### config.mk
export PLATFORM = sky130hd
export DESIGN_NAME = lsu_dmem_port
export DESIGN_NICKNAME = d
export VERILOG_FILES = /design/src/rtl/lsu_pkg.sv /design/src/rtl/lsu_load_align.sv /design/src/rtl/lsu_dmem_port.sv
export SDC_FILE = /design/constraint.sdc
export NUM_CORES = 1
export LEC_CHECK = 0
export BUFFER_PORTS_ARGS = -buffer_cell sky130_fd_sc_hd__buf_2
export CAP_MARGIN = 20
export CORE_MARGIN = 2
export CORE_UTILIZATION = 46
export DETAILED_ROUTE_END_ITERATION = 10
export HOLD_SLACK_MARGIN = 0.02
export PLACE_DENSITY = 0.94
export SLEW_MARGIN = 20
export SYNTH_ARGS = -nofsm -noshare
export SYNTH_HDL_FRONTEND = slang
export SYNTH_SLANG_ARGS = --single-unit
### constraint.sdc
create_clock -name clk -period 5.4 [get_ports clk]
set_input_delay 0.27 -clock clk [delete_from_list [all_inputs] [get_ports clk]]
set_output_delay 0.27 -clock clk [all_outputs]
set_load 0.02 [all_outputs]
### src/rtl/lsu_pkg.sv
// lsu_pkg: shared types and constants for the data-memory load/store port.
//   lsu_state_e  : control FSM states
//   lsu_fault_e  : response fault codes (encoding is the resp_fault value)
//   F3_*         : RV32I load/store width/sign encodings
//   check_fault  : first-match fault classification of a request
package lsu_pkg;

    typedef enum logic [1:0] {
        IDLE      = 2'd0,
        LOAD_WAIT = 2'd1,
        RESP      = 2'd2
    } lsu_state_e;

    typedef enum logic [1:0] {
        FLT_NONE     = 2'b00,
        FLT_MISALIGN = 2'b01,
        FLT_FUNCT3   = 2'b10,
        FLT_RANGE    = 2'b11
    } lsu_fault_e;

    localparam logic [2:0] F3_B  = 3'b000;
    localparam logic [2:0] F3_H  = 3'b001;
    localparam logic [2:0] F3_W  = 3'b010;
    localparam logic [2:0] F3_BU = 3'b100;
    localparam logic [2:0] F3_HU = 3'b101;

    // Illegal encoding beats misalignment, which beats out-of-range.
    // The range test uses a wrapping 32-bit subtract so addresses below
    // the window base land far above the window size.
    function automatic lsu_fault_e check_fault(
        input logic        is_store,
        input logic [2:0]  funct3,
        input logic [31:0] addr,
        input logic [31:0] base,
        input logic [31:0] size
    );
        logic        legal;
        logic [31:0] offset;
        offset = addr - base;
        if (is_store)
            legal = (funct3 == F3_B) || (funct3 == F3_H) || (funct3 == F3_W);
        else
            legal = (funct3 != 3'b011) && (funct3[2:1] != 2'b11);

        if (!legal)
            check_fault = FLT_FUNCT3;
        else if ((funct3[1:0] == 2'b01 && addr[0]) ||
                 (funct3 == F3_W && addr[1:0] != 2'b00))
            check_fault = FLT_MISALIGN;
        else if (offset >= size)
            check_fault = FLT_RANGE;
        else
            check_fault = FLT_NONE;
    endfunction

endpackage

### src/rtl/lsu_load_align.sv
// lsu_load_align: combinational load data alignment and extension.
//   rdata  in  32  raw memory word
//   offset in  2   byte offset of the access within the word
//   funct3 in  3   width/sign of the load
//   result out 32  lane-shifted, sign- or zero-extended load value
module lsu_load_align
    import lsu_pkg::*;
(
    input  logic [31:0] rdata,
    input  logic [1:0]  offset,
    input  logic [2:0]  funct3,
    output logic [31:0] result
);

    logic [31:0] shifted;

    assign shifted = rdata >> {offset, 3'b000};

    always_comb begin
        result = shifted;
        case (funct3)
            F3_B:    result = {{24{shifted[7]}},  shifted[7:0]};
            F3_H:    result = {{16{shifted[15]}}, shifted[15:0]};
            F3_BU:   result = {24'd0, shifted[7:0]};
            F3_HU:   result = {16'd0, shifted[15:0]};
            default: result = shifted;
        endcase
    end

endmodule

### src/rtl/lsu_dmem_port.sv
// lsu_dmem_port: load/store initiator for the core's data memory port.
// One access per request, at most one outstanding; the response is
// registered and held until writeback takes it.
//   clk, rst_n                     clock, async active-low reset
//   req_valid/req_ready            request handshake (ready only in IDLE)
//   req_is_store, req_funct3,
//   req_addr, req_wdata, req_rd    access description
//   resp_valid/resp_ready          response handshake
//   resp_data, resp_rd,
//   resp_is_store, resp_fault      registered response
//   mem_addr, mem_wdata, mem_we,
//   mem_re, mem_rdata              memory port (1-cycle read latency)
//
// state     | meaning
// ----------+---------------------------------------------------------
// IDLE      | ready for a request; memory strobes driven from it
// LOAD_WAIT | read issued last cycle; align mem_rdata into resp_data
// RESP      | response valid, waiting for resp_ready
module lsu_dmem_port
    import lsu_pkg::*;
#(
    parameter logic [31:0] DMEM_BASE  = 32'h0000_0000,
    parameter int unsigned DMEM_BYTES = 16384
) (
    input  logic        clk,
    input  logic        rst_n,
    input  logic        req_valid,
    output logic        req_ready,
    input  logic        req_is_store,
    input  logic [2:0]  req_funct3,
    input  logic [31:0] req_addr,
    input  logic [31:0] req_wdata,
    input  logic [4:0]  req_rd,
    output logic        resp_valid,
    input  logic        resp_ready,
    output logic [31:0] resp_data,
    output logic [4:0]  resp_rd,
    output logic        resp_is_store,
    output logic [1:0]  resp_fault,
    output logic [31:0] mem_addr,
    output logic [31:0] mem_wdata,
    output logic [3:0]  mem_we,
    output logic        mem_re,
    input  logic [31:0] mem_rdata
);

    lsu_state_e  state;
    logic [1:0]  offset_q;
    logic [2:0]  funct3_q;
    lsu_fault_e  req_fault;
    logic        req_ok;
    logic [31:0] load_result;

    assign req_fault = check_fault(req_is_store, req_funct3, req_addr,
                                   DMEM_BASE, 32'(DMEM_BYTES));
    assign req_ok    = (req_fault == FLT_NONE);
    assign req_ready = (state == IDLE);

    // Strobes only for a live, fault-free request while idle, so a store
    // commits exactly on its acceptance edge.
    always_comb begin
        mem_addr  = 32'd0;
        mem_wdata = 32'd0;
        mem_we    = 4'd0;
        mem_re    = 1'b0;
        if (state == IDLE && req_valid && req_ok) begin
            mem_addr = {req_addr[31:2], 2'b00};
            if (req_is_store) begin
                case (req_funct3)
                    F3_B: begin
                        mem_we    = 4'b0001 << req_addr[1:0];
                        mem_wdata = {4{req_wdata[7:0]}};
                    end
                    F3_H: begin
                        mem_we    = 4'b0011 << req_addr[1:0];
                        mem_wdata = {2{req_wdata[15:0]}};
                    end
                    default: begin
                        mem_we    = 4'b1111;
                        mem_wdata = req_wdata;
                    end
                endcase
            end else begin
                mem_re = 1'b1;
            end
        end
    end

    lsu_load_align u_load_align (
        .rdata  (mem_rdata),
        .offset (offset_q),
        .funct3 (funct3_q),
        .result (load_result)
    );

    always_ff @(posedge clk or negedge rst_n) begin
        if (!rst_n) begin
            state         <= IDLE;
            offset_q      <= 2'd0;
            funct3_q      <= 3'd0;
            resp_valid    <= 1'b0;
            resp_data     <= 32'd0;
            resp_rd       <= 5'd0;
            resp_is_store <= 1'b0;
            resp_fault    <= FLT_NONE;
        end else begin
            case (state)
                IDLE: begin
                    if (req_valid) begin
                        offset_q      <= req_addr[1:0];
                        funct3_q      <= req_funct3;
                        resp_rd       <= req_rd;
                        resp_is_store <= req_is_store;
                        resp_fault    <= req_fault;
                        resp_data     <= 32'd0;
                        if (!req_is_store && req_ok) begin
                            state <= LOAD_WAIT;
                        end else begin
                            state      <= RESP;
                            resp_valid <= 1'b1;
                        end
                    end
                end
                LOAD_WAIT: begin
                    resp_data  <= load_result;
                    resp_valid <= 1'b1;
                    state      <= RESP;
                end
                RESP: begin
                    if (resp_ready) begin
                        resp_valid <= 1'b0;
                        state      <= IDLE;
                    end
                end
                default: begin
                    resp_valid <= 1'b0;
                    state      <= IDLE;
                end
            endcase
        end
    end

endmodule

# --- Yosys cells after proc, flatten, opt, wreduce, memory -nomap -nowiden ---
# Index checks and enable logic that the tools add are counted.
classes:
  magnitude_cmp: 1
  shift: 3
  eq_ne: 13
  multipliers: 0
  n_mux: 24
  reduce_logical: 20
  n_addsub: 0
  bitwise_logic: 0
  div_mod_pow: 0
op_table:
  columns: ["cell", "n"]
  rows:
  - ["32-bit 2-to-1 mux", 4]
  - ["32-bit one-hot mux with 2 select lines", 2]
  - ["32-bit one-hot mux with 4 select lines", 1]
  - ["32-bit by 15-bit >= comparator with 1-bit output, second input constant", 1]
  - ["32-bit by 5-bit >> shifter with 32-bit output", 1]
  - ["2-bit 2-to-1 mux", 6]
  - ["4-bit 2-to-1 mux", 2]
  - ["2-bit != test, second input constant", 4]
  - ["4-bit one-hot mux with 2 select lines", 1]
  - ["3-bit by 1-bit == test with 1-bit output, second input constant", 2]
  - ["3-bit == test, second input constant", 2]
  - ["1-bit logical AND", 6]
  - ["3-bit logical NOT", 2]
  - ["1-bit 2-to-1 mux", 6]
  - ["2-bit one-hot mux with 3 select lines", 1]
  - ["2-bit AND reduction", 3]
  - ["2-bit by 1-bit == test with 1-bit output, second input constant", 2]
  - ["2-bit logical NOT", 2]
  - ["2-bit nonzero test", 2]
  - ["1-bit by 2-bit left shift with 4-bit output, first input constant", 1]
  - ["2-bit by 2-bit left shift with 4-bit output, first input constant", 1]
  - ["3-bit by 2-bit == test with 1-bit output, second input constant", 1]
  - ["1-bit logical OR", 3]
  - ["3-bit by 2-bit != test with 1-bit output, second input constant", 1]
  - ["other kinds (4)", 4]
totals:
  latchBits: 0
  mem_bits_ro: 0
  ff_bits: 48
  memories: 0
  input_bits: 109
  wordCells: 69
  output_inout_bits: 111
  mem_bits_rw: 0

# --- Depth between registers and ports, before layout ---
# Gate-level depths: netlist (run 1).
depth:
  word_depth: 10
  depth_mapped: 6
  depth_no_buf: 4

# --- Modules after synthesis ---
# From an unflattened synthesis (run 1), not the netlist that was laid out.
unflattened:
  hier_cells: 437
  hier_area_um2: 3644.7
by_module_without_submodules:
  columns: ["module", "area_per_inst_um2", "cells_each", "seq_area_each_um2", "n_inst"]
  rows:
  - ["lsu_dmem_port", 2950.3, 330, 1201.2, 1]
  - ["lsu_load_align", 694.4, 107, 0.0, 1]

# --- Least setup slack after synthesis (run 1) ---
# OpenSTA, ideal clock, no wires.
synth_timing:
  path_type: "register -> output"
  from: "register state[1]"
  to: "output mem_wdata[24]"
  arrival_time_ns: 1.885
  required_time_ns: 5.130
  n_path_buf: 0
  path_stages_with_launch: 5
  path_slack_ns: 3.245
  cell_sequence: "dfrtp_1 nor3b_2 o21a_1 nand4_1 a211oi_1"
synth_via:
  elab_chain_cells: 4
synth_rtl:
  columns: ["item", "line_no", "rtl"]
  rows:
  - ["from (decl)", "lsu_dmem_port.sv:47", "lsu_state_e state;"]
  - ["from (signal assigned)", "lsu_dmem_port.sv:98", "state <= IDLE;"]
  - ["from (signal assigned)", "lsu_dmem_port.sv:117", "state <= LOAD_WAIT;"]
  - ["from (signal assigned)", "lsu_dmem_port.sv:119", "state <= RESP;"]
  - ["2-bit logical NOT", "lsu_dmem_port.sv:66", "if (state == IDLE && req_valid && req_ok) begin"]
  - ["1-bit logical AND (2 in series)", "lsu_dmem_port.sv:66", null]
  - ["32-bit 2-to-1 mux", "lsu_dmem_port.sv:66", null]
  - ["to (decl)", "lsu_dmem_port.sv:41", "output logic [31:0] mem_wdata,"]
# No other way between the ends.

# --- Worst setup path in the final report (run 1) ---
layout_timing:
  from: "register state[1]"
  to: "output mem_wdata[26]"
# Same word-level chain as after synthesis.

==> impl_results.md, run 1 <==
- Status: complete, no violations
- First-pass GRT wire length: 16000 um
- Setup CP Type: reg -> out
- Register area: 1200 um2
- Core Region: 6830 um2
- Unrepaired setup endpoints after global routing: no
- Sequential area share after synthesis: 0.366
- Initial core utilization: 0.480
- Leading area contributor after synthesis: dfrtp_1
- Multi-input gate area: 1880 um2
- Final Skew: 0.00561 ns
- Drt pass-1 iters: 4
- Remaining DRCs: 0
- Pint: 636 uW
- Final Cycle Share: 0.503
- Ports: 220
- Die Span X: 88.5 um
- GRT Util Overall: 0.262
- I/O Buffers: 199
- CTS root buf: clkbuf_8
- Largest family of logic cells by synthesized area: compound AO/OA/AOI/OAI gates
- XOR/XNOR Fraction of Synth Area: 0
- Area growth from synthesis to layout: 32.5%
- Total Nets Final: 652
- Yosys cell types: 43
- DP Wirelength: 8430 um
- CTS tree: built
- Largest buffer count on any clock path: 2
- Seq cells post-synth: 48
- Vias in the first global route: 3349
- Mapped cell area: 3280 um2
- Sw power: 341 uW
- Fmax: 369 MHz
- Maximum VDD drop: 95.4 uV
- Post-synth top area share: 0.366
- GPL Wtd Cong: 0.968
- Share of synthesized flip-flops with an asynchronous set or reset: 1.00
- Fill count: 601
- Largest net degree at the start of global routing: 49
- Gr ovfl total: 0
- Tightest Pin Transition: 0.814 ns
- Yosys warns: 0
- Combinational Power Share: 0.344
- Pre-CTS WS: 3.02 ns
- Hold Path Class: in -> reg
- WL/cell: 16.5 um
- Total CTS buffers: 5
- Synth Area in Simple Gates: 0.171
- Clk slew on worst S/H paths: 0.09 ns
- Cell row count: 30
- Clock sinks: 48
- Final ANT Viol Nets: 0
- # Post-CTS Setup Buffers: 0
- Routed via count: 3507
- Fin Setup TNS: 0 ns
- Final worst slack: 2.69 ns
- CP Launch Type: flop
- Layout cells sized above 1: 0.443
- Die footprint: 7820 um2
- CP max FO: 17
- H-tree depth: 2
- Top cells by area, synth: dfrtp_1, mux2i_1, mux2_2, a21oi_1, nand2_1
- Switching share of total power: 0.349
- Mux share of post-synthesis cell area: 0.152
- Leakage: 0.00241 uW
- Vias/cell: 5.47
- Avg Cell Area, Syn: 9.11 um2
- Die Y: 88.5 um
- Predominant post-synthesis flop cell: dfrtp_1
- Final hold violation count: 0
- Sequential share of power: 0.429
- Final setup vio count: 0
- Number of synthesized flops with an enable pin: 0
- Clock Power Share: 0.228
- Hold Path Stages: 2
- Critical Path AT: 2.44 ns
- Cell count of the worst reg-to-reg path: 3
- Fin crit period: 2.71 ns
- Clock Latency Late Sink: 0.30 ns
- Power per cell area: 225 nW/um2
- Cell count after synthesis: 360
- Antenna violations before repair: 0
- Max Cap Viol: 0
- CP Capture Type: output pin
- Crit path required time: 5.13 ns
- Compound-gate portion of the synthesized area: 0.223
- Pins Over Slew Limit: 0
- 1st-iter DRT viols: 114
- Synth Area in Adders: 0
- Slew margin rel.: 0.457
- Routed WL: 10600 um
synthesized netlist by cell type (2+ instances only):
| library cell | number |
|---|---|
| buf_1 | 3 |
| dfrtp_1 | 48 |
| o2bb2ai_1 | 7 |
| nor4_1 | 4 |
| nand2_1 | 41 |
| mux4_2 | 2 |
| buf_4 | 20 |
| o21a_1 | 2 |
| nor2b_1 | 4 |
| o21ai_0 | 26 |
| mux2_2 | 18 |
| and3_1 | 10 |
| clkbuf_1 | 19 |
| o22ai_1 | 2 |
| or2_2 | 4 |
| a221o_1 | 15 |
| a21oi_1 | 33 |
| o21bai_1 | 2 |
| mux2i_1 | 25 |
| inv_1 | 4 |
| a211oi_1 | 8 |
| nor2_1 | 18 |
| and2_1 | 12 |
| buf_6 | 2 |
| a22o_1 | 8 |
| nor3b_2 | 3 |
| buf_2 | 3 |
| nand2b_1 | 2 |
worst paths after layout:
path,to,slack [ns],from
max,mem_wdata[26],2.69,state[1]
min,resp_rd[3],0.19,req_rd[3]
max reg2reg,resp_data[22],3.01,offset_q[1]
min reg2reg,resp_data[15],0.49,resp_data[15]
max in group asynchronous,state[0],4.46,rst_n
min in group asynchronous,resp_data[2],0.52,rst_n
critical path, stage by stage (launching register included):
cell      delay [ns]
dfrtp_1         0.46
nor3b_2         0.20
buf_4           0.25
o21a_1          0.22
nand4_1         0.41
a211oi_1        0.38
buf_2           0.23
layer usage:
metal  global-route usage  share of wire  vias to the layer above
met1                0.304           0.37                     1617
li1                     -              -                     1648
met4                0.110          0.029                        0
met2                0.469           0.52                      214
met3               0.0532          0.085                       28
met5                    0              0                        -
final cells by class:
| cell class | count | area share |
|---|---|---|
| antenna | 1 | 0.000576 |
| clock buffer | 7 | 0.0199 |
| clock inverter | 1 | 0.00173 |
| inverter | 4 | 0.00345 |
| multi-input combinational | 280 | 0.432 |
| sequential | 48 | 0.276 |
| tap | 96 | 0.0276 |
| timing repair buffer | 204 | 0.239 |
registers in the layout, indices dropped and copies added, names as in the netlist:
register       count
resp_data         32
offset_q           2
resp_rd            5
state              2
resp_is_store      1
resp_fault         2
funct3_q           3
resp_valid         1
stage by stage:
| stage | cell area [um2] | total power (uW) | hold slack (ns) | std cells | util |
|---|---|---|---|---|---|
| finish | 4350 | 977 | 0.195 | 641 | 0.636 |
| global route | 4350 | 1030 | 0.195 | 640 | 0.636 |
| CTS | 4330 | 975 | 0.179 | 639 | 0.633 |
| detailed placement | 4230 | 757 | 0.469 | 631 | 0.619 |
| global placement | 4230 | 745 | 0.464 | 631 | 0.619 |
| floorplan | 3350 | 658 | -0.0256 | 379 | - |
cells in the final DEF, fill, tap and decap left out, drive strengths merged, types with 7 or more instances in the layout:
cell type,n
conb,20
buf,203
nand2,41
mux2,18
o2bb2ai,7
a211oi,8
clkbuf,7
dfrtp,48
a22o,8
and2,12
a221o,15
a21oi,33
o21ai,26
mux2i,25
and3,10
nor2,18
timing repair:
item,4_1_cts,5_1_grt
hold buffers,0,1
gates resized for setup,0,0
hold endpoints to repair,0,19
logic make-up (layout without fill, tap and decap cells):
| kind of cell | after synthesis | after routing |
|---|---|---|
| AOI/OAI and AO/OA | 109 | 109 |
| and+or+nand+nor | 106 | 106 |
| buffers and inverters | 51 | 216 |
| DFF | 48 | 48 |
| muxes | 45 | 45 |
| other | 1 | 21 |
power groups by stage:
stage	clock network, uW	registers, uW	logic [uW]
global route	243	423	364
CTS	225	418	332
detailed placement	0	426	332
finish	222	419	336
global placement	0	422	323
floorplan	0	431	227
(Power assumes the default switching activity.)
==> inputs of run 2 (changes only) <==
--- a/config.mk
+++ b/config.mk
@@ -8,10 +8,10 @@
 export BUFFER_PORTS_ARGS = -buffer_cell sky130_fd_sc_hd__buf_2
 export CAP_MARGIN = 20
 export CORE_MARGIN = 2
-export CORE_UTILIZATION = 46
+export CORE_UTILIZATION = 38
 export DETAILED_ROUTE_END_ITERATION = 10
 export HOLD_SLACK_MARGIN = 0.02
-export PLACE_DENSITY = 0.94
+export PLACE_DENSITY = 0.84
 export SLEW_MARGIN = 20
 export SYNTH_ARGS = -nofsm -noshare
 export SYNTH_HDL_FRONTEND = slang
==> constraint.sdc (replaced) <==
create_clock -name clk -period 2.2 [get_ports clk]
set_input_delay 0.11 -clock clk [delete_from_list [all_inputs] [get_ports clk]]
set_output_delay 0.11 -clock clk [all_outputs]
set_load 0.02 [all_outputs]
==> run 2 against run 1 <==
Effect of this change:
- core utilization decreased by 9.4 points
- register-to-register slack got worse by 2.6 ns
- die area increased by 20%
- power increased to 2.6 times the previous value
- clock power increased to 3.1 times the previous value
- count of clock-buffer cells in the layout unchanged
- global-route usage decreased by 2.5 points
- flip-flop and latch count unchanged
- first-iteration DRC count increased by 18%
==> impl_results.md, run 2 (synthesized netlist as in run 1, its figures left out) <==
- Status: complete, no violations (unchanged)
- Die footprint: 9390 um2 (was 7820 um2)
- Maximum VDD drop: 260 uV (was 95.4 uV)
- Clock Latency Late Sink: 0.30 ns (about the same)
- Core Region: 8300 um2 (was 6830 um2)
- Reg2reg setup slack: 0.37 ns (was 3.01 ns)
- Top flop regs: resp_data: 32 flops, resp_rd: 5 flops, funct3_q: 3 flops (unchanged)
- Initial core utilization: 0.395 (was 0.480)
- Final ANT Viol Nets: 0 (unchanged)
- WL/cell: 17.5 um (was 16.5 um)
- Gr ovfl total: 0 (unchanged)
- Leakage: 0.00248 uW (was 0.00241 uW)
- Routed WL: 11600 um (was 10600 um)
- Drt pass-1 iters: 4 (unchanged)
- Clk slew on worst S/H paths: 0.08 ns (was 0.09 ns)
- Pre-CTS WS: 0.144 ns (was 3.02 ns)
- H-tree depth: 2 (unchanged)
- CP Launch Type: flop (unchanged)
- Largest net degree at the start of global routing: 33 (was 49)
- Cell count of the worst reg-to-reg path: 5 (was 3)
- Routed via count: 3564 (was 3507)
- Largest buffer count on any clock path: 2 (unchanged)
- Switching share of total power: 0.329 (was 0.349)
- CP max FO: 9 (was 17)
- Hold path start: req_rd[2] (was req_rd[3])
- Worst hold slack: 0.0400 ns (was 0.195 ns)
- Cell row count: 33 (was 30)
- GPL Wtd Cong: 0.917 (was 0.968)
- CTS root buf: clkbuf_8 (unchanged)
- 1st-iter DRT viols: 134 (was 114)
- Ports: 220 (unchanged)
- Die Span X: 96.9 um (was 88.5 um)
- Crit path required time: 2.09 ns (was 5.13 ns)
- Clock sinks: 48 (unchanged)
- Max reg flops: 32 (unchanged)
- Busiest grt layer: met2 (unchanged)
- Final Cycle Share: 0.923
- Vias in the first global route: 3620 (was 3349)
- Total CTS buffers: 5 (unchanged)
- Combinational Power Share: 0.337 (was 0.344)
- Final setup vio count: 0 (unchanged)
- Antenna violations before repair: 0 (unchanged)
- WHS Endpoint: resp_rd[2] (was resp_rd[3])
- DP Wirelength: 9410 um (was 8430 um)
- Unrepaired setup endpoints after global routing: yes (was no)
- Remaining DRCs: 0 (unchanged)
- Hold Path Stages: 2 (unchanged)
- Pint: 1720 uW (was 636 uW)
- Critical Path AT: 1.92 ns (was 2.44 ns)
- Met2 Usage GRT: 0.442 (was 0.469)
- Clock Power Share: 0.269 (was 0.228)
- R2R Path Start: offset_q[0] (was offset_q[1])
- Max Cap Viol: 0 (unchanged)
- Die Y: 96.9 um (was 88.5 um)
- First-pass GRT wire length: 18100 um (was 16000 um)
- Pins Over Slew Limit: 0 (unchanged)
- Hold Path Class: in -> reg (unchanged)
- GRT met3 Usage: 0.0564 (was 0.0532)
- CTS tree: built (unchanged)
- Sequential share of power: 0.394 (was 0.429)
- GRT Util Overall: 0.237 (was 0.262)
- Setup CP Type: reg -> out (unchanged)
- Total Nets Final: 665 (was 652)
- CP Capture Type: output pin (unchanged)
- Power per cell area: 569 nW/um2 (was 225 nW/um2)
- Met1 Use GR: 0.266 (was 0.304)
- Largest Register: resp_data (unchanged)
- Highest-count cells in the layout ignoring fill and taps: buf_2, dfrtp_1, nand2_1 (unchanged)
- Area growth from synthesis to layout: 37.3% (was 32.5%)
- Layout cells sized above 1: 0.467 (was 0.443)
- Final worst slack: 0.169 ns (was 2.69 ns)
- Antenna cells: 0 (was 1)
- Final Skew: 0.00652 ns (was 0.00561 ns)
- Tightest Pin Transition: 0.648 ns (was 0.814 ns)
- Commonest non-fill, non-tap cell in the layout: buf_2 (unchanged)
- Vias/cell: 5.38 (was 5.47)
- Fin crit period: 2.03 ns
- Final hold violation count: 0 (unchanged)
- Sw power: 844 uW (was 341 uW)
- I/O Buffers: 199 (unchanged)
- Slew margin rel.: 0.567 (was 0.457)
- Worst r2r dst: resp_data[5] (was resp_data[22])
- Fmax: 492 MHz
[run 2: metal layers]
layer	vias to the layer above	share of wire
met4	0	0.019
met1	1688	0.36
li1	1669	-
met5	-	0
met2	189	0.53
met3	18	0.084
[run 2: worst max-delay path by stage]
stage                       startpoint            end  slack [ns]  cells after the start
after CTS                     state[0]  mem_wdata[15]        0.08                      6
after global routing          state[0]  mem_wdata[31]      -0.006                      6
after global placement    req_addr[19]  mem_wdata[31]        0.13                      6
final                         state[0]  mem_wdata[28]        0.17                      6
after floorplan               state[1]  mem_wdata[24]        0.20                      4
after detailed placement      state[1]  mem_wdata[28]        0.14                      5
[run 2: cell type report]
| cell class | instances | area [um2] |
|---|---|---|
| inverter | 4 | 15.0 |
| fill | 780 | 3800 |
| timing repair buffer | 217 | 1130 |
| clock inverter | 1 | 30.0 |
| sequential | 48 | 1200 |
| tap | 105 | 131 |
| multi-input combinational | 280 | 1900 |
| clock buffer | 7 | 96.3 |
[run 2: power groups by stage]
| stage | Combinational, uW | Clock, uW | Sequential, uW |
|---|---|---|---|
| detailed placement | 858 | 0 | 1030 |
| floorplan | 557 | 0 | 1060 |
| finish | 864 | 690 | 1010 |
| global placement | 845 | 0 | 1020 |
| global route | 934 | 747 | 1020 |
| CTS | 865 | 709 | 1010 |
[run 2: per-stage QoR]
step | power, uW | instance area [um2] | std cells | util | TNS, ns
floorplan | 1620 | 3350 | 379 | - | 0
global placement | 1870 | 4320 | 650 | 0.520 | 0
detailed placement | 1890 | 4320 | 650 | 0.520 | 0
CTS | 2590 | 4480 | 661 | 0.539 | 0
global route | 2700 | 4500 | 662 | 0.543 | -0.00983
finish | 2560 | 4500 | 662 | 0.543 | 0
[run 2: worst max-delay path, cell delays in order, from the launching register on]
cell      delay, ns
dfrtp_2        0.46
nor3b_4        0.25
o21a_2         0.22
nand4_1        0.09
buf_4          0.19
a211oi_1       0.20
buf_2          0.21
[run 2: what timing repair did]
item | CTS | global route
buffers inserted | 2 | 0
cloned | 0 | 1
setup endpoints to repair | 44 | 39
hold buffers | 1 | 0
resized for setup | 1 | 7
pin swaps | 1 | 1
endpoints found under the hold margin | 22 | 0
==> inputs of run 3 (changes only) <==
--- a/config.mk
+++ b/config.mk
@@ -8,11 +8,12 @@
 export BUFFER_PORTS_ARGS = -buffer_cell sky130_fd_sc_hd__buf_2
 export CAP_MARGIN = 20
 export CORE_MARGIN = 2
-export CORE_UTILIZATION = 38
+export CORE_UTILIZATION = 40
 export DETAILED_ROUTE_END_ITERATION = 10
 export HOLD_SLACK_MARGIN = 0.02
-export PLACE_DENSITY = 0.84
+export PLACE_DENSITY = 0.85
 export SLEW_MARGIN = 20
 export SYNTH_ARGS = -nofsm -noshare
 export SYNTH_HDL_FRONTEND = slang
+export SYNTH_HIERARCHICAL = 1
 export SYNTH_SLANG_ARGS = --single-unit
==> run 3 against run 2 <==
Effect of this change:
- area after synthesis increased by 11%
- largest cell class unchanged
- power shrank 1.3%
- combinational power increased by 13%
- clock power shrank 20%
==> impl_results.md, run 3 <==
- Commonest non-fill, non-tap cell in the layout: buf_2 (unchanged)
- Max Cap Viol: 0 (unchanged)
- Largest Register: resp_data (unchanged)
- Crit path required time: 2.09 ns (about the same)
- Mux share of post-synthesis cell area: 0.158 (was 0.152)
- Remaining DRCs: 0 (unchanged)
- Routed WL: 12800 um (was 11600 um)
- Tightest Pin Transition: 0.620 ns (was 0.648 ns)
- Fin Setup TNS: 0 ns (unchanged)
- Share of synthesized flip-flops with an asynchronous set or reset: 1.00 (unchanged)
- Slew margin rel.: 0.585 (was 0.567)
- Drt pass-1 iters: 4 (unchanged)
- Critical Path AT: 2.08 ns (was 1.92 ns)
- H-tree depth: 2 (unchanged)
- Largest buffer count on any clock path: 2 (unchanged)
- GPL Wtd Cong: 1.00 (was 0.917)
- Fill count: 816 (was 780)
- Mapped cell area: 3640 um2 (was 3280 um2)
- Final hold violation count: 0 (unchanged)
- Unrepaired setup endpoints after global routing: yes (unchanged)
- Routed wire length on met3: 1010 um (was 975 um)
- Wire length on met2: 6810 um (was 6170 um)
- Placed inst area: 4710 um2 (was 4320 um2)
- Leakage: 0.00267 uW (was 0.00248 uW)
- Top cells by area, synth: dfrtp_1, mux2i_1, nand2_1, o21ai_0, buf_4 (was dfrtp_1, mux2i_1, mux2_2, a21oi_1, nand2_1)
- Routed length on met1: 4470 um (was 4200 um)
- I/O Buffers: 199 (unchanged)
- Worst hold slack: 0.0364 ns (was 0.0400 ns)
- Gr ovfl total: 0 (unchanged)
- Sequential share of power: 0.396 (was 0.394)
- Power per cell area: 511 nW/um2 (was 569 nW/um2)
- CTS root buf: clkbuf_8 (unchanged)
- Final Skew: 0.00398 ns (was 0.00652 ns)
- Sw power: 942 uW (was 844 uW)
- Initial core utilization: 0.416 (was 0.395)
- WL/cell: 17.2 um (was 17.5 um)
- Top flop regs: resp_data: 32 flops, resp_rd: 5 flops, funct3_q: 3 flops (unchanged)
- Predominant post-synthesis flop cell: dfrtp_1 (unchanged)
- Hold Path Class: in -> reg (unchanged)
- Layout cells sized above 1: 0.434 (was 0.467)
- Highest-count cells in the layout ignoring fill and taps: buf_2, nand2_1, dfrtp_1 (was buf_2, dfrtp_1, nand2_1)
- Vias/cell: 5.34 (was 5.38)
- Core Region: 8760 um2 (was 8300 um2)
- Post-Layout Inst Area: 4950 um2 (was 4500 um2)
- Die Y: 99.5 um (was 96.9 um)
- 1st-iter DRT viols: 175 (was 134)
- Antenna cells: 0 (unchanged)
- GRT Util Overall: 0.250 (was 0.237)
- Pint: 1590 uW (was 1720 uW)
- Fin crit period: 2.19 ns (was 2.03 ns)
- Clock sinks: 48 (unchanged)
- CP Launch Type: flop (unchanged)
- Pins Over Slew Limit: 0 (unchanged)
- Cell count after synthesis: 437 (was 360)
- Final setup vio count: 0 (unchanged)
- Vias in the first global route: 3858 (was 3620)
- Total Nets Final: 746 (was 665)
- Yosys warns: 6 (was 0)
- Post-synth top area share: 0.330 (was 0.366)
- Largest net degree at the start of global routing: 46 (was 33)
- Combinational Power Share: 0.385 (was 0.337)
- Synth Area in Adders: 0 (unchanged)
- Setup CP Type: reg -> out (unchanged)
- Switching share of total power: 0.372 (was 0.329)
- Final Cycle Share: 0.996 (was 0.923)
- Top sig layer: met4 (unchanged)
- Antenna violations before repair: 0 (unchanged)
- Ports: 220 (unchanged)
- Top cells by count, synth: nand2_1, dfrtp_1, mux2i_1, o21ai_0, nor2_1 (was dfrtp_1, nand2_1, a21oi_1, o21ai_0, mux2i_1)
- XOR/XNOR Fraction of Synth Area: 0 (unchanged)
- Yosys cell types: 41 (was 43)
- Clock Latency Late Sink: 0.30 ns (about the same)
- Pre-CTS WS: 0.121 ns (was 0.144 ns)
- Number of synthesized flops with an enable pin: 0 (unchanged)
- CTS tree: built (unchanged)
- Status: complete, no violations (unchanged)
- Die footprint: 9890 um2 (was 9390 um2)
- Final worst slack: 0.00883 ns (was 0.169 ns)
- Clk slew on worst S/H paths: 0.09 ns (was 0.08 ns)
- Clock Power Share: 0.219 (was 0.269)
- CP Capture Type: output pin (unchanged)
- Cell row count: 34 (was 33)
- Max reg flops: 32 (unchanged)
- Routed via count: 3982 (was 3564)
- Die Span X: 99.5 um (was 96.9 um)
- Maximum VDD drop: 265 uV (was 260 uV)
- Sequential area share after synthesis: 0.330 (was 0.366)
- DP Wirelength: 9900 um (was 9410 um)
- Area growth from synthesis to layout: 35.8% (was 37.3%)
- First-pass GRT wire length: 19600 um (was 18100 um)
- Synth Area in Simple Gates: 0.260 (was 0.171)
- Avg Cell Area, Syn: 8.34 um2 (was 9.11 um2)
- Compound-gate portion of the synthesized area: 0.154 (was 0.223)
- Total CTS buffers: 5 (unchanged)
- Fmax: 456 MHz (was 492 MHz)
- Final ANT Viol Nets: 0 (unchanged)
- Seq cells post-synth: 48 (unchanged)
- Largest family of logic cells by synthesized area: simple AND/OR/NAND/NOR gates (was compound AO/OA/AOI/OAI gates)
- Leading area contributor after synthesis: dfrtp_1 (unchanged)
- Register area: 1200 um2 (about the same)
- Multi-input gate area: 2210 um2 (was 1900 um2)
- Count leader, synth: nand2_1 (was dfrtp_1)
- CP max FO: 10 (was 9)
run 3: area by class of cell:
type / instances / share of cell area
Clock inverter: 2 / 0.00202
Tap cell: 108 / 0.0273
Inverter: 4 / 0.00303
Clock buffer: 6 / 0.0167
Multi-Input combinational cell: 351 / 0.447
Sequential cell: 48 / 0.243
Timing Repair Buffer: 227 / 0.261
run 3: logic make-up after synthesis:
kind of cell	count (synthesis)
and+or+nand+nor	189
AOI/OAI and AO/OA	86
buffers and inverters	57
muxes	56
DFF	48
other	1
run 3: power groups by stage:
stage               sequential (uW)  combinational, uW  clock (uW)
global placement               1010                938           0
floorplan                      1040                631           0
detailed placement             1020                953           0
global route                   1010               1060         613
CTS                            1000                962         572
finish                         1000                974         555
run 3: stage by stage:
step | util | total power (uW) | cells
after floorplan | - | 1670 | 456
after global placement | 0.536 | 1950 | 731
after detailed placement | 0.537 | 1970 | 732
after global routing | 0.565 | 2680 | 746
after CTS | 0.558 | 2540 | 744
final | 0.565 | 2530 | 746
run 3: worst max-delay path, stage by stage, from the launching register on:
cell and delay (ns):
dfrtp_1 0.42, nor3b_4 0.24, o21ai_2 0.10, or4_4 0.48, buf_12 0.18, a211oi_1 0.16
buf_2 0.20
run 3: worst paths after layout:
| check | end | slack, ns | from | cells after the start |
|---|---|---|---|---|
| worst min-delay path | resp_rd[0] | 0.04 | req_rd[0] | 2 |
| worst max-delay path | mem_we[3] | 0.009 | state[0] | 6 |
| max in group asynchronous | resp_data[5] | 1.12 | rst_n | 3 |
| worst min register to register | resp_valid | 0.50 | resp_valid | 2 |
| worst max register to register | resp_data[29] | 0.28 | offset_q[1] | 6 |
| min in group asynchronous | resp_rd[2] | 0.31 | rst_n | 2 |
run 3: routing by layer:
layer  vias to the layer above  track usage
li1                       1868            -
met2                       225        0.482
met5                         -            0
met1                      1861        0.270
met4                         0        0.101
met3                        28       0.0365
run 3: timing repair:
item,4_1_cts,5_1_grt
pin swaps,2,1
hold endpoints to repair,16,0
gates cloned,1,2
endpoints found under the setup margin,19,40
buffers inserted,2,0
gates resized for setup,12,20
hold buffers,1,0
